==> config.mk <==
export PLATFORM = sky130hd
export DESIGN_NAME = booth_mult
export DESIGN_NICKNAME = d
export VERILOG_FILES = /design/src/rtl/mult_pkg.sv /design/src/rtl/booth_step.sv /design/src/rtl/booth_mult.sv
export SDC_FILE = /design/constraint.sdc
export NUM_CORES = 1
export LEC_CHECK = 0
export ABC_AREA = 1
export CORE_MARGIN = 4
export CORE_UTILIZATION = 40
export DETAILED_ROUTE_END_ITERATION = 7
export REMOVE_ABC_BUFFERS = 1
export SLEW_MARGIN = 20
export SYNTH_ARGS = -nofsm -noshare
export SYNTH_HDL_FRONTEND = slang
export SYNTH_SLANG_ARGS = --single-unit
==> constraint.sdc <==
create_clock -name Clk -period 3.7 [get_ports Clk]
set_input_delay 1.11 -clock Clk [delete_from_list [all_inputs] [get_ports Clk]]
set_output_delay 1.11 -clock Clk [all_outputs]
set_load 0.03 [all_outputs]
==> src/rtl/mult_pkg.sv <==
// Shared definitions for the radix-2 Booth multiplier.
// Optional feature macro: MULT_UNSIGNED_EN (adds the Uns port, widens the
// operand path by one bit and runs one extra iteration).
package mult_pkg;

    localparam int WIDTH         = 32;
    localparam int ITER_SIGNED   = 32;
    localparam int ITER_UNSIGNED = 33;
    localparam int CNT_W         = 6;

`ifdef MULT_UNSIGNED_EN
    // Operands are extended to 33 bits so unsigned values fit as positive
    // two's-complement numbers.
    localparam int ITER = ITER_UNSIGNED;
    localparam int QW   = WIDTH + 1;
`else
    localparam int ITER = ITER_SIGNED;
    localparam int QW   = WIDTH;
`endif

    // One guard bit above the multiplier width keeps -M representable when
    // the multiplicand is the most negative value.
    localparam int AW = QW + 1;

    typedef enum logic [1:0] {
        IDLE = 2'd0,
        RUN  = 2'd1,
        DONE = 2'd2
    } state_e;

    typedef enum logic [1:0] {
        NOP = 2'd0,
        ADD = 2'd1,
        SUB = 2'd2
    } booth_op_e;

    // Radix-2 Booth recoding of the pair {Q[0], Q-1}.
    function automatic booth_op_e booth_decode(input logic q0, input logic q_m1);
        booth_op_e op;
        case ({q0, q_m1})
            2'b01:   op = ADD;
            2'b10:   op = SUB;
            default: op = NOP;
        endcase
        return op;
    endfunction

endpackage

==> src/rtl/booth_step.sv <==
// One combinational Booth iteration: conditional add/subtract of M into the
// accumulator followed by an arithmetic shift right of {Acc, Q, Q-1}.
module booth_step
    import mult_pkg::*;
(
    input  logic [AW-1:0] acc_i,
    input  logic [QW-1:0] q_i,
    input  logic          q_m1_i,
    input  logic [AW-1:0] m_i,
    output logic [AW-1:0] acc_o,
    output logic [QW-1:0] q_o,
    output logic          q_m1_o
);

    booth_op_e     op;
    logic [AW-1:0] sum;

    // Recode, add/subtract, then shift the whole {Acc, Q, Q-1} chain by one.
    always_comb begin
        op = booth_decode(q_i[0], q_m1_i);
        case (op)
            ADD:     sum = acc_i + m_i;
            SUB:     sum = acc_i - m_i;
            default: sum = acc_i;
        endcase
        acc_o  = {sum[AW-1], sum[AW-1:1]};
        q_o    = {sum[0], q_i[QW-1:1]};
        q_m1_o = q_i[0];
    end

endmodule

==> src/rtl/booth_mult.sv <==
// Sequential radix-2 Booth multiplier, 32x32 -> 64 bits.
// IDLE accepts Start, RUN performs ITER Booth steps (Busy=1), DONE pulses
// Done for one cycle as Hi/Lo take the new product.
// Optional feature macro: MULT_UNSIGNED_EN adds the Uns input (1 = treat A
// and B as unsigned) and one extra iteration.
// Handshake: Start is a level sampled only in IDLE; the request is taken on
// that edge and further Start pulses are ignored until the FSM is back in
// IDLE. Done is a single-cycle pulse; Hi/Lo stay stable until the next one.
module booth_mult
    import mult_pkg::*;
(
    input  logic             Clk,
    input  logic             Reset,
    input  logic             Start,
    input  logic [WIDTH-1:0] A,
    input  logic [WIDTH-1:0] B,
`ifdef MULT_UNSIGNED_EN
    input  logic             Uns,
`endif
    output logic [WIDTH-1:0] Hi,
    output logic [WIDTH-1:0] Lo,
    output logic             Busy,
    output logic             Done,
    output state_e           dbg_state
);

    localparam logic [CNT_W-1:0] LAST_CNT = CNT_W'(ITER - 1);

    state_e           state_q, state_d;
    logic [AW-1:0]    acc_q,   acc_d;
    logic [AW-1:0]    m_q,     m_d;
    logic [QW-1:0]    q_q,     q_d;
    logic             q_m1_q,  q_m1_d;
    logic [CNT_W-1:0] cnt_q,   cnt_d;
    logic [WIDTH-1:0] hi_q,    hi_d;
    logic [WIDTH-1:0] lo_q,    lo_d;
    logic             busy_q,  busy_d;
    logic             done_q,  done_d;

    logic [QW-1:0]    a_ext;
    logic [QW-1:0]    b_ext;
    logic [AW-1:0]    step_acc;
    logic [QW-1:0]    step_q;
    logic             step_q_m1;
    logic [AW+QW-1:0] prod;
    logic             prod_sign_unused;

    booth_step u_step (
        .acc_i  (acc_q),
        .q_i    (q_q),
        .q_m1_i (q_m1_q),
        .m_i    (m_q),
        .acc_o  (step_acc),
        .q_o    (step_q),
        .q_m1_o (step_q_m1)
    );

    // Operand extension to the internal multiplier width.
    always_comb begin
`ifdef MULT_UNSIGNED_EN
        a_ext = {(Uns ? 1'b0 : A[WIDTH-1]), A};
        b_ext = {(Uns ? 1'b0 : B[WIDTH-1]), B};
`else
        a_ext = A;
        b_ext = B;
`endif
    end

    // Full product after the current step; only the low 64 bits are
    // reported, the bits above are sign copies and carry no information.
    always_comb begin
        prod             = {step_acc, step_q};
        prod_sign_unused = ^prod[AW+QW-1:2*WIDTH];
    end

    // Next-state and datapath control for the IDLE/RUN/DONE sequence.
    always_comb begin
        state_d = state_q;
        acc_d   = acc_q;
        m_d     = m_q;
        q_d     = q_q;
        q_m1_d  = q_m1_q;
        cnt_d   = cnt_q;
        hi_d    = hi_q;
        lo_d    = lo_q;
        busy_d  = 1'b0;
        done_d  = 1'b0;
        case (state_q)
            IDLE: begin
                if (Start) begin
                    m_d     = {a_ext[QW-1], a_ext};
                    q_d     = b_ext;
                    acc_d   = '0;
                    q_m1_d  = 1'b0;
                    cnt_d   = '0;
                    state_d = RUN;
                    busy_d  = 1'b1;
                end
            end
            RUN: begin
                acc_d  = step_acc;
                q_d    = step_q;
                q_m1_d = step_q_m1;
                cnt_d  = cnt_q + 1'b1;
                busy_d = 1'b1;
                if (cnt_q == LAST_CNT) begin
                    // Final step: publish the finished product in one go so
                    // Hi/Lo never expose partial results.
                    state_d = DONE;
                    busy_d  = 1'b0;
                    done_d  = 1'b1;
                    hi_d    = prod[2*WIDTH-1:WIDTH];
                    lo_d    = prod[WIDTH-1:0];
                end
            end
            DONE: begin
                state_d = IDLE;
            end
            default: begin
                state_d = IDLE;
            end
        endcase
    end

    // State and output registers; synchronous active-low reset wins over Start.
    always_ff @(posedge Clk) begin
        if (!Reset) begin
            state_q <= IDLE;
            acc_q   <= '0;
            m_q     <= '0;
            q_q     <= '0;
            q_m1_q  <= 1'b0;
            cnt_q   <= '0;
            hi_q    <= '0;
            lo_q    <= '0;
            busy_q  <= 1'b0;
            done_q  <= 1'b0;
        end else begin
            state_q <= state_d;
            acc_q   <= acc_d;
            m_q     <= m_d;
            q_q     <= q_d;
            q_m1_q  <= q_m1_d;
            cnt_q   <= cnt_d;
            hi_q    <= hi_d;
            lo_q    <= lo_d;
            busy_q  <= busy_d;
            done_q  <= done_d;
        end
    end

    assign Hi        = hi_q;
    assign Lo        = lo_q;
    assign Busy      = busy_q;
    assign Done      = done_q;
    assign dbg_state = state_q;

endmodule
---- Word level (Yosys, flattened, before mapping) ----
Cells that the tools add are included.
W data, S select, Z words.
word-level totals
  register bits after elaboration ......... 172
  bits of input ports ..................... 67
  output and inout bits ................... 68
  word-level logic and storage cells ...... 45
cells by class
  add/sub/neg operators ................... 3
  equality and inequality tests ........... 8
  muxes and demuxes ....................... 17
  reduce and logical (&&, ||, !) cells .... 7
operators by type and width
  operator               number
  $pmux W33 S2           2
  $pmux W32 S2           1
  $add A33 B33 Y33       1
  $mux W33               1
  $sub A33 B33 Y33       1
  $mux W32               1
  $pmux W6 S2            1
  $reduce_and A2 Y1      5
  $pmux W2 S2            2
  $add A6 B1 Y6 const B  1
  $eq A2 B1 Y1 const B   3
  $eq A6 B5 Y1 const B   1
  $mux W6                1
  $eq A2 B2 Y1 const B   2
  $mux W1                4
  $mux W2                2
  $ne A2 B2 Y1 const B   2
  $pmux W1 S2            2
  $logic_not A2 Y1       1
  $reduce_bool A2 Y1     1

---- Depth between registers and ports, before layout ----
Gate-level depths: netlist of run 1.
  depth after elaboration ................. 5
  gate-level depth with buffers ........... 26
  gate-level depth less buffers ........... 26

---- Hierarchy ----
A second synthesis of run 1 with hierarchy kept.
unflattened totals
  cell total of the unflattened synthesis .. 1696
  area total of the unflattened synthesis .. 10510.1 sq um
by module, submodules not included
  module      times used  cells an instance  area each (sq um)
  booth_mult  1           882                6557.5
  booth_step  1           814                3952.5

---- Worst setup path after synthesis of run 1 ----
Ideal clock, no wire load.
  kind .................................... reg2reg
  start point ............................. register q_m1_q
  end point ............................... register acc_q[21]
  setup time .............................. 0.132 ns
  arrival ................................. 2.808 ns
  slack ................................... 0.760 ns
  cell stages (with the launch flop) ...... 22
  buffers on the path ..................... 2
  path through ............................ dfxtp_1 inv_1 ha_1 inv_1 clkbuf_1 clkbuf_1 nand2_1 xnor2_1 inv_1 ha_1 nand2_1 inv_1 a21oi_1 inv_1 a21oi_1 nand2_1 nand2_1 nand2_1 nand2_1 nand3_1 nand3_1 a21oi_1
on the way
  word-level cells in the longest chain between the ends .. 5
  elaborated cells on any way between the ends .. 7
ends and longest elaborated chain
  element                                              RTL line           text
  start: declaration                                   booth_mult.sv:33   logic q_m1_q, q_m1_d;
  start signal: assignment                             booth_mult.sv:143  q_m1_q <= q_m1_d;
  $eq A2 B2 Y1 / $eq A2 B1 Y1 (equally long branches)  mult_pkg.sv:40     case ({q0, q_m1})
  $pmux W2 S2 *                                        mult_pkg.sv:40
  $eq A2 B2 Y1 / $eq A2 B1 Y1 (equally long branches)  booth_step.sv:21   case (op)
  $pmux W33 S2 *                                       booth_step.sv:21
  $pmux W33 S2 *                                       booth_mult.sv:88   case (state_q)
  end signal: assignment                               booth_mult.sv:129  acc_q <= '0;
  end signal: assignment                               booth_mult.sv:140  acc_q <= acc_d;
  end: declaration                                     booth_mult.sv:30   logic [AW-1:0] acc_q, acc_d;
Every way passes the cells marked *; elsewhere a longest branch is shown, timed or not.
A chain may end at the register's enable or synchronous reset.

---- Worst setup path after layout of run 1 ----
  start point ............................. register m_q[0]
  end point ............................... register acc_q[31]
on the way
  word-level cells in the longest chain between the ends .. 3
  elaborated cells on any way between the ends .. 4
ends and longest elaborated chain
  element                                                      RTL line                            text
  start: declaration                                           booth_mult.sv:31                    logic [AW-1:0] m_q, m_d;
  start signal: assignment                                     booth_mult.sv:141                   m_q <= m_d;
  $sub A33 B33 Y33 / $add A33 B33 Y33 (equally long branches)  booth_step.sv:23, booth_step.sv:22
  $pmux W33 S2 *                                               booth_step.sv:21
  $pmux W33 S2 *                                               booth_mult.sv:88
Marked as above.

==> metrics.md, run 1 <==
| Metric | Value |
|---|---|
| ANT nets after route | 0 |
| Cell at the slowest stage of the critical path | ha_1 |
| CP Max Fanout | 5 |
| CP bufs+invs | 5 |
| Post-synth ARST share | 0 |
| Nets | 1668 |
| Initial Util | 0.409 |
| Top-count cell post-synth | nand2_1 |
| Ant diodes | 0 |
| Startpoint type of the worst setup path | flop |
| Ys flop type | dfxtp_1 |
| Worst endpoint required time | 3.98 ns |
| CP arrival | 3.63 ns |
| Core region area | 23500 um^2 |
| GPL Wtd Cong | 0.970 |
| Area after DPL | roughly 11000 um^2 |
| Die area | 26600 um^2 |
| Final HPWL DP | 20900 um |
| R2R setup slack | 0.35 ns |
| Syn Std Cell Area | 9620 um^2 |
| RSZ-0062 raised after global routing | no |
| Ports | between 100 and 150 |
| Area Growth Syn to Fin | 23.2% |
| Final setup vio count | 0 |
| Clock sinks | 171 |
| H-tree depth | 4 |
| Vias in the first global route | 9371 |
| VDD IR-drop max | slightly below 0.0003 V |
| Gr usage total | 0.220 |
| Clock period minus worst slack | 3.35 ns |
| Vias per cell | 5.05 |
| Worst-skew pair later-pin latency | about 0.45 ns |
| Initial drt markers | around 590 |
| Critical Path Sink Type | flop |
| Max Clock Freq | 298 MHz |
| Non-filler cells, final | ~1.9k |
| Via count | 9587 |
| Die H | 163 um |
| Yosys cell types | 47 |
| DRC viols | 0 |
| Fin. max-slew vios | 0 |
| Leakage | 5.10 nW |
| Dominant cell type by area after synthesis | dfxtp_1 |
| Global route overflow | 0 |
| Min-delay worst type | reg2reg |
| Rel. slew slack | 0.344 |
| Gate count after technology mapping | 1460 |
| Router iterations before antenna repair | 5 |
| Max Clock Skew | 0.0178 ns |
| Die width | 163 um |
| Initial antenna violation count | 0 |
| Yosys Warn Count | 0 |
| Top cells by count, synth | 358 x nand2_1, 183 x nor2_1, 171 x dfxtp_1 |
| Clock buffer depth | 2 |
| Power per cell area | ~420 nW/um^2 |
| Ratio of cells with drive above 1 in the final layout | 0.0627 |
| Cts bufs inserted | 17 |
| TritonCTS clock tree | built |
| Seq cells post-synth | 171 |
| Fin area | 11900 um^2 |
| Placed cells | 1865 |
| Syn avg cell area | 6.59 um^2 |
| Synth top area share | 0.356 |
| MaxCap Viol Count | 0 |
| Worst Max-Slew Pin Slew | 0.983 ns |
| I/O Buffers | 134 |
| Crit Path Class | reg2reg |
| Sequential cell area fraction in the yosys report | 0.356 |
| Post-layout total power | 5.03 mW |
| Status | completed |
| Fin crit share | 0.906 |
| Final hold violations | 0 |
| Area contributors post-synth | dfxtp_1 36%, nand2_1 14%, nor2_1 7.1% |
| Pin count of the biggest net entering global routing | 84 |
| Post-synth EDFFs | 0 |
| CTS root buffer | clkbuf_16 |
| Worst path max stage delay | 0.34 ns |
| First-pass GRT wire length | 47300 um |
| Worst path top cell family by delay | simple AND/OR/NAND/NOR gates |
| Cell mode on critical path | nand2_1 |
| Reg clk slew, reported paths | about 0.080 ns |
| Row count | 56 |
| CTS Hold Buffers Added | 0 |
| Fillers | between 2k and 3k |
| Post-Route WL | 29100 um |
| Routed wire per std cell | 15.4 um |
[report_power, final]
group	total (mW)	switching, mW	leakage (nW)	internal [mW]
Clock	1.83	0.916	0.292	0.918
Sequential	2.00	0.0752	1.39	1.92
Combinational	1.20	0.763	3.41	0.438
Total	5.03	1.75	5.10	3.28
[kinds of logic after synthesis]
logic type | count (synthesis) | share of synthesized area
xor+xnor | 32 | 0.0291
buf+inv | 214 | 0.0870
simple gates | 711 | 0.312
compound gates | 296 | 0.169
fa+ha+maj | 36 | 0.0476
flops | 171 | 0.356
[tightest hold or removal path, delay by kind of cell, from the launching register on]
kind	cells	cell delay, ns
DFF	1	0.31
and+or+nand+nor	1	0.06
AOI/OAI and AO/OA	1	0.05
[cell type report]
cell class	instances	area [um^2]	area share
Multi-Input combinational cell	1075	5380	0.453
Sequential cell	171	3420	0.289
Timing Repair Buffer	153	1500	0.127
Inverter	147	552	0.0465
Clock buffer	18	429	0.0362
Tap cell	319	399	0.0337
Clock inverter	14	175	0.0148
[per-layer routing]
| layer | routed length (um) | track usage | vias up | share of wire |
|---|---|---|---|---|
| met5 | 0 | 0 | - | 0 |
| met4 | 369 | 0.0515 | 0 | 0.013 |
| met3 | 1660 | 0.0548 | 28 | 0.057 |
| met2 | 13400 | 0.365 | 206 | 0.46 |
| met1 | 13700 | 0.289 | 4375 | 0.47 |
| li1 | - | - | 4978 | - |
[flip-flops by register name (all words and copies together), names as in the netlist]
name / count
Hi: 32
Lo: 32
m_q: 32
q_q: 32
Busy: 1
dbg_state: 2
acc_q: 32
Done: 1
q_m1_q: 1
cnt_q: 6
[final timing paths]
path,startpoint,endpoint,cells past startpoint
setup / recovery,m_q[0],acc_q[31],25
hold / removal,Lo[10],Lo[10],2
setup reg to reg,m_q[0],acc_q[31],25
hold reg to reg,Lo[10],Lo[10],2
[metrics by stage]
stage	TNS, ns	util	hold slack [ns]	setup WS [ns]
2_1_floorplan	-2.06	-	0.441	-0.250
3_3_place_gp	0	0.478	0.450	0.425
3_5_place_dp	0	0.478	0.456	0.349
4_1_cts	0	0.503	0.469	0.328
5_1_grt	0	0.504	0.489	0.0145
6_report	0	0.504	0.466	0.348
[repair_timing]
action / CTS / global route
endpoints found under the setup margin: 0 / 1
gates resized for setup: 0 / 2
setup buffers: 0 / 0
[placed cells by master (no fill, tap or decap), drive strengths merged, types with 18 or more instances in the layout]
cell type      instances
a21oi                122
buf                   20
clkbuf                18
clkdlybuf4s50        133
dfxtp                171
ha                    35
inv                  154
nand2                360
nand3                113
nor2                 190
o21ai                124
or2                   20
xor2                  20
No activity file was read; power rests on OpenSTA's default activity.
==> inputs of run 2 (changes only) <==
Settings changed: DONT_BUFFER_PORTS set to 1, GPL_TIMING_DRIVEN set to 0.
==> metrics.md, run 2 (same netlist as run 1, synthesis figures left out) <==
| Metric | Value |
|---|---|
| Commonest non-fill, non-tap cell in the layout | nand2_1 |
| Clock share of power | 0.382 |
| Post-layout total power | 5.09 mW |
| Die width | roughly 160 um |
| Cell at the slowest stage of the critical path | ha_2 |
| TritonCTS clock tree | built |
| Crit Path Class | reg2reg |
| Worst path max stage delay | 0.39 ns |
| Worst-skew pair later-pin latency | 0.44 ns |
| Nets | 1522 |
| Clock period minus worst slack | 3.41 ns |
| P_int | 3.35 mW |
| Max Clock Freq | 293 MHz |
| Status | completed |
| CP Max Fanout | 5 |
| DRC viols | 0 |
| Vias per cell | slightly above 5 |
| WHS Endpoint | q_m1_q |
| Ratio of cells with drive above 1 in the final layout | 0.0740 |
| Reg-to-reg startpoint | m_q[0] |
| Fin util | 0.453 |
| CP arrival | 3.77 ns |
| Gr usage total | 0.211 |
| R2R setup slack | a little under 0.3 ns |
| Die H | between 150 and 200 um |
| Worst endpoint required time | ~4.1 ns |
| Reg clk slew, reported paths | approximately 0.08 ns |
| Initial antenna violation count | 2 |
| CP bufs+invs | 4 |
| Pin count of the biggest net entering global routing | about 90 |
| Global route overflow | 0 |
| Min-delay worst type | reg2reg |
| Sw Share | 0.342 |
| ANT nets after route | 0 |
| Routed wire per std cell | between 15 and 20 um |
| CP Launch Point | m_q[0] |
| Cell mode on critical path | nand2_1 |
| Worst Max-Slew Pin Slew | just over 1 ns |
| Clock buffer depth | 2 |
| Core region area | roughly 24000 um^2 |
| Initial drt markers | 546 |
| Max Clock Skew | 0.00977 ns |
| First-pass GRT wire length | 45300 um |
| CTS Hold Buffers Added | 0 |
| H-tree depth | 4 |
| Leakage | 4.58 nW |
| Area Growth Syn to Fin | 10.9% |
| Flop pwr share | 0.393 |
| Post-Route WL | 28200 um |
| I/O Buffers | 0 |
| Fin. max-slew vios | 0 |
| Switch Pwr | 1.74 mW |
| Commonest non-fill, non-tap cells in the layout | 354 x nand2_1, 177 x nor2_1, 171 x dfxtp_1 |
| Final hold violations | 0 |
| GPL Wtd Cong | 0.908 |
| MaxCap Viol Count | 0 |
| Critical Path Sink Type | flop |
| Initial Util | 0.409 |
| CTS root buffer | clkbuf_16 |
| Combinational share of power | 0.226 |
| Ports | 135 |
| Clock sinks | 171 |
| Via count | roughly 9.1k |
| Row count | 56 |
| Reg-to-Reg End | Hi[18] |
| Min-delay src | q_m1_q |
| Cts bufs inserted | 17 |
| Reg2reg path depth | 21 |
| Worst path top cell family by delay | simple AND/OR/NAND/NOR gates |
| CP Cell Sequence | inv_1 > ha_1 > nand2_1 > nor2_4 > inv_2 > nor3_4 > nand3_2 > nand2_1 > xor2_1 > inv_1 > ha_2 > nand2_1 > nor2_2 > nand2_1 > inv_1 > nand4_1 > nand3_1 > nand2_1 > nand3_1 > o21ai_0 > o21ai_1 |
| WHS Path Cells | 2 |
| Power per cell area | approximately 480 nW/um^2 |
| Final setup vio count | 0 |
| Fin crit share | 0.922 |
| Router iterations before antenna repair | 6 |
| Final HPWL DP | 20200 um |
| VDD IR-drop max | 0.000349 V |
| Rel. slew slack | 0.318 |
| Startpoint type of the worst setup path | flop |
| Vias in the first global route | 8754 |
| Die area | between 20000 and 30000 um^2 |
## run 2: cell count changes in the layout (fill, tap and decap cells not counted), moves of 3 or more
| cell | previous run | this run |
|---|---|---|
| clkinv_8 | 6 | 3 |
| buf_4 | 17 | 0 |
| a21oi_2 | 2 | 7 |
| a21oi_1 | 120 | 115 |
| nor2_4 | 3 | 6 |
| clkdlybuf4s50_1 | 133 | 0 |
| nand2_1 | 358 | 354 |
| buf_16 | 0 | 4 |
| nor2_1 | 181 | 177 |
| nand2_2 | 1 | 5 |
## run 2: through the flow
stage | hold slack [ns] | cell area [um^2] | instances | setup slack (ns) | TNS (ns)
after global routing | 0.497 | 10700 | 1751 | -0.0447 | -0.0471
final | 0.470 | 10700 | 1752 | 0.289 | 0
after floorplan | 0.441 | 9340 | 1393 | -0.250 | -2.06
after global placement | 0.448 | 9740 | 1712 | -3.27 | -315.60
after detailed placement | 0.461 | 9910 | 1718 | -0.202 | -3.09
after CTS | 0.471 | 10600 | 1751 | 0.114 | 0
## run 2: repair_timing
| action | 4_1_cts | 5_1_grt |
|---|---|---|
| endpoints found under the setup margin | 52 | 54 |
| setup buffers | 0 | 0 |
| pin swaps | 1 | 0 |
| cloned | 1 | 0 |
| resized for setup | 3 | 26 |
## run 2: how the worst max path moves through the flow
stage | end | slack (ns) | cells after the start
6_report | Hi[18] | 0.29 | 21
3_3_place_gp | cnt_q[5] | -3.27 | 7
4_1_cts | acc_q[14] | 0.11 | 18
5_1_grt | acc_q[31] | -0.04 | 24
3_5_place_dp | acc_q[14] | -0.20 | 18
2_1_floorplan | cnt_q[5] | -0.25 | 7
## run 2: cell type report
type / count / area [um^2]
fill: 2532 / 12900
multi-input combinational: 1075 / 5500
sequential: 171 / 3420
inverter: 147 / 563
clock buffer: 17 / 425
tap: 319 / 399
clock inverter: 15 / 205
timing repair buffer: 6 / 150
timing repair inverter: 1 / 5.00
antenna: 1 / 2.50
## run 2: worst min-delay path, stage by stage (launching register included)
cell and delay [ns]:
dfxtp_1 0.31, nand2_1 0.06, a21oi_1 0.05
## run 2: metal layers
layer / share of wire / track usage / up-vias
met1: 0.46 / 0.273 / 4145
met3: 0.068 / 0.0575 / 29
met4: 0.012 / 0.0477 / 4
li1: - / - / 4702
met5: 0.00074 / 0 / -
met2: 0.46 / 0.353 / 197
## run 2: power by group through the flow
stage	clock (mW)	sequential [mW]	combinational (mW)
finish	1.94	2.00	1.15
global route	2.06	2.01	1.30
CTS	1.98	2.00	1.12
detailed placement	0	2.04	1.11
global placement	0	2.04	1.07
floorplan	0	2.02	0.815
==> inputs of run 3 (changes only) <==
Settings changed: CORE_UTILIZATION 40 to 52, GPL_ROUTABILITY_DRIVEN set to 0, PLACE_DENSITY set to 0.67.
==> metrics.md, run 3 (same netlist as run 1, synthesis figures left out) <==
| Metric | Value |
|---|---|
| Status | completed |
| Commonest non-fill, non-tap cells in the layout | 357 x nand2_1, 181 x nor2_1, 171 x dfxtp_1 |
| Worst-skew pair later-pin latency | 0.43 ns |
| FF/Latch Area | 3420 um^2 |
| Critical Path Sink Type | flop |
| Min-delay worst type | reg2reg |
| CTS Hold Buffers Added | 0 |
| Fin. max-slew vios | 0 |
| Worst path max stage delay | 0.66 ns |
| Reg clk slew, reported paths | about 0.070 ns |
| MaxCap Viol Count | 0 |
| Global route overflow | 0 |
| Final HPWL DP | 18400 um |
| ANT nets after route | 0 |
| Post-Route WL | 26100 um |
| Ant diodes | 0 |
| First-pass GRT wire length | 41700 um |
| Fillers | ~1.8k |
| H-tree depth | 4 |
| Max Clock Freq | 296 MHz |
| Clock buffer depth | 2 |
| WHS Path Cells | 2 |
| Via count | slightly above 9k |
| VDD IR-drop max | 0.000381 V |
| RSZ-0062 raised after global routing | no |
| Dpl ws | -0.664 ns |
| Final hold violations | 0 |
| Core region area | 18100 um^2 |
| CP arrival | ~3.7 ns |
| Worst Max-Slew Pin Slew | 0.964 ns |
| Die width | around 140 um |
| Multi-input combinational cell area | 5450 um^2 |
| Crit Path Class | reg2reg |
| Vias per cell | 5.49 |
| Final worst slack | 0.321 ns |
| Startpoint type of the worst setup path | flop |
| Fin util | 0.578 |
| Setup TNS | 0 ns |
| CP Cell Sequence | nand2_4 > inv_8 > nand2_4 > nor2_4 > inv_2 > o21ai_1 |
| Leakage | 4.57 nW |
| Gr usage total | 0.250 |
| Non-filler cells, final | 1660 |
| CP Max Fanout | 63 |
| Vias in the first global route | roughly 8.4k |
| Initial antenna violation count | 3 |
| Clock period minus worst slack | 3.38 ns |
| Cell at the slowest stage of the critical path | dfxtp_1 |
| Nets | 1521 |
| Post-CTS Setup Inserts | 0 |
| Initial Util | 0.532 |
| Commonest non-fill, non-tap cell in the layout | nand2_1 |
| Placed cells | 1627 |
| Reg2reg path depth | 6 |
| Cell mode on critical path | nand2_4 |
| CTS root buffer | clkbuf_16 |
| Max Clock Skew | 0.0116 ns |
| Die H | 144 um |
| Ratio of cells with drive above 1 in the final layout | 0.0643 |
| TritonCTS clock tree | built |
| Initial drt markers | 639 |
| Area Growth Syn to Fin | 8.56% |
| Routed wire per std cell | ~16 um |
| Row count | 49 |
| Rel. slew slack | 0.357 |
| Fin crit share | 0.913 |
| Pin count of the biggest net entering global routing | between 80 and 90 |
| Ports | 135 |
| Final setup vio count | 0 |
| Worst endpoint required time | roughly 4.1 ns |
| Power per cell area | roughly 480 nW/um^2 |
| DRC viols | 0 |
| Clock sinks | 171 |
| Cts bufs inserted | 17 |
| I/O Buffers | 0 |
| Router iterations before antenna repair | 6 |
| Die area | 20700 um^2 |
[run 3: cell count changes in the layout (fill, tap and decap cells not counted), moves of 2 or more]
cell / delta
nand2_2: -4
nor2_1: +4
nor2_2: -4
nand2_1: +3
buf_16: -2
clkinv_8: -2
inv_6: +2
nand2_4: +2
[run 3: layout make-up]
| cell class | count | share of cell area |
|---|---|---|
| Clock inverter | 14 | 0.0169 |
| Sequential cell | 171 | 0.328 |
| Timing Repair Buffer | 5 | 0.0105 |
| Inverter | 147 | 0.0541 |
| Tap cell | 229 | 0.0274 |
| Clock buffer | 18 | 0.0411 |
| Multi-Input combinational cell | 1075 | 0.522 |
| Timing Repair inverter | 1 | 0.000479 |
[run 3: power breakdown]
group | total, mW | switching [mW] | internal [mW]
clock | 1.87 | 0.847 | 1.03
sequential | 2.00 | 0.0780 | 1.92
combinational | 1.11 | 0.731 | 0.381
[run 3: per-stage QoR]
| step | hold WS (ns) | power (mW) | instance area (um^2) |
|---|---|---|---|
| after floorplan | 0.441 | 2.83 | 9340 |
| after global placement | 0.448 | 3.08 | 9620 |
| after detailed placement | 0.451 | 3.11 | 9750 |
| after CTS | 0.462 | 4.98 | 10400 |
| after global routing | 0.489 | 5.23 | 10400 |
| final | 0.461 | 4.99 | 10400 |
[run 3: final timing paths]
check               startpoint  endpoint  slack [ns]
hold reg to reg         q_m1_q    q_m1_q        0.46
hold / removal          q_m1_q    q_m1_q        0.46
setup reg to reg  dbg_state[0]    Lo[26]        0.32
setup / recovery  dbg_state[0]    Lo[26]        0.32
[run 3: worst max-delay path, delay by kind of cell, from the launching register on]
family / cells / cell delay [ns]
AO/OA/AOI/OAI: 1 / 0.23
flip-flops: 1 / 0.66
AND/OR/NAND/NOR: 3 / 1.53
buffers and inverters: 2 / 0.77
[run 3: routing by layer]
layer  track usage  wire length, um  up-vias
met3        0.0671             1780       44
li1              -                -     4688
met1         0.329            11700     4100
met2         0.406            12000      276
met5             0               34        -
met4        0.0733              510        6
[run 3: timing repair]
action | in CTS | in global routing
pin swaps | 0 | 0
gates cloned | 1 | 0
endpoints found under the setup margin | 73 | 17
resized for setup | 6 | 13
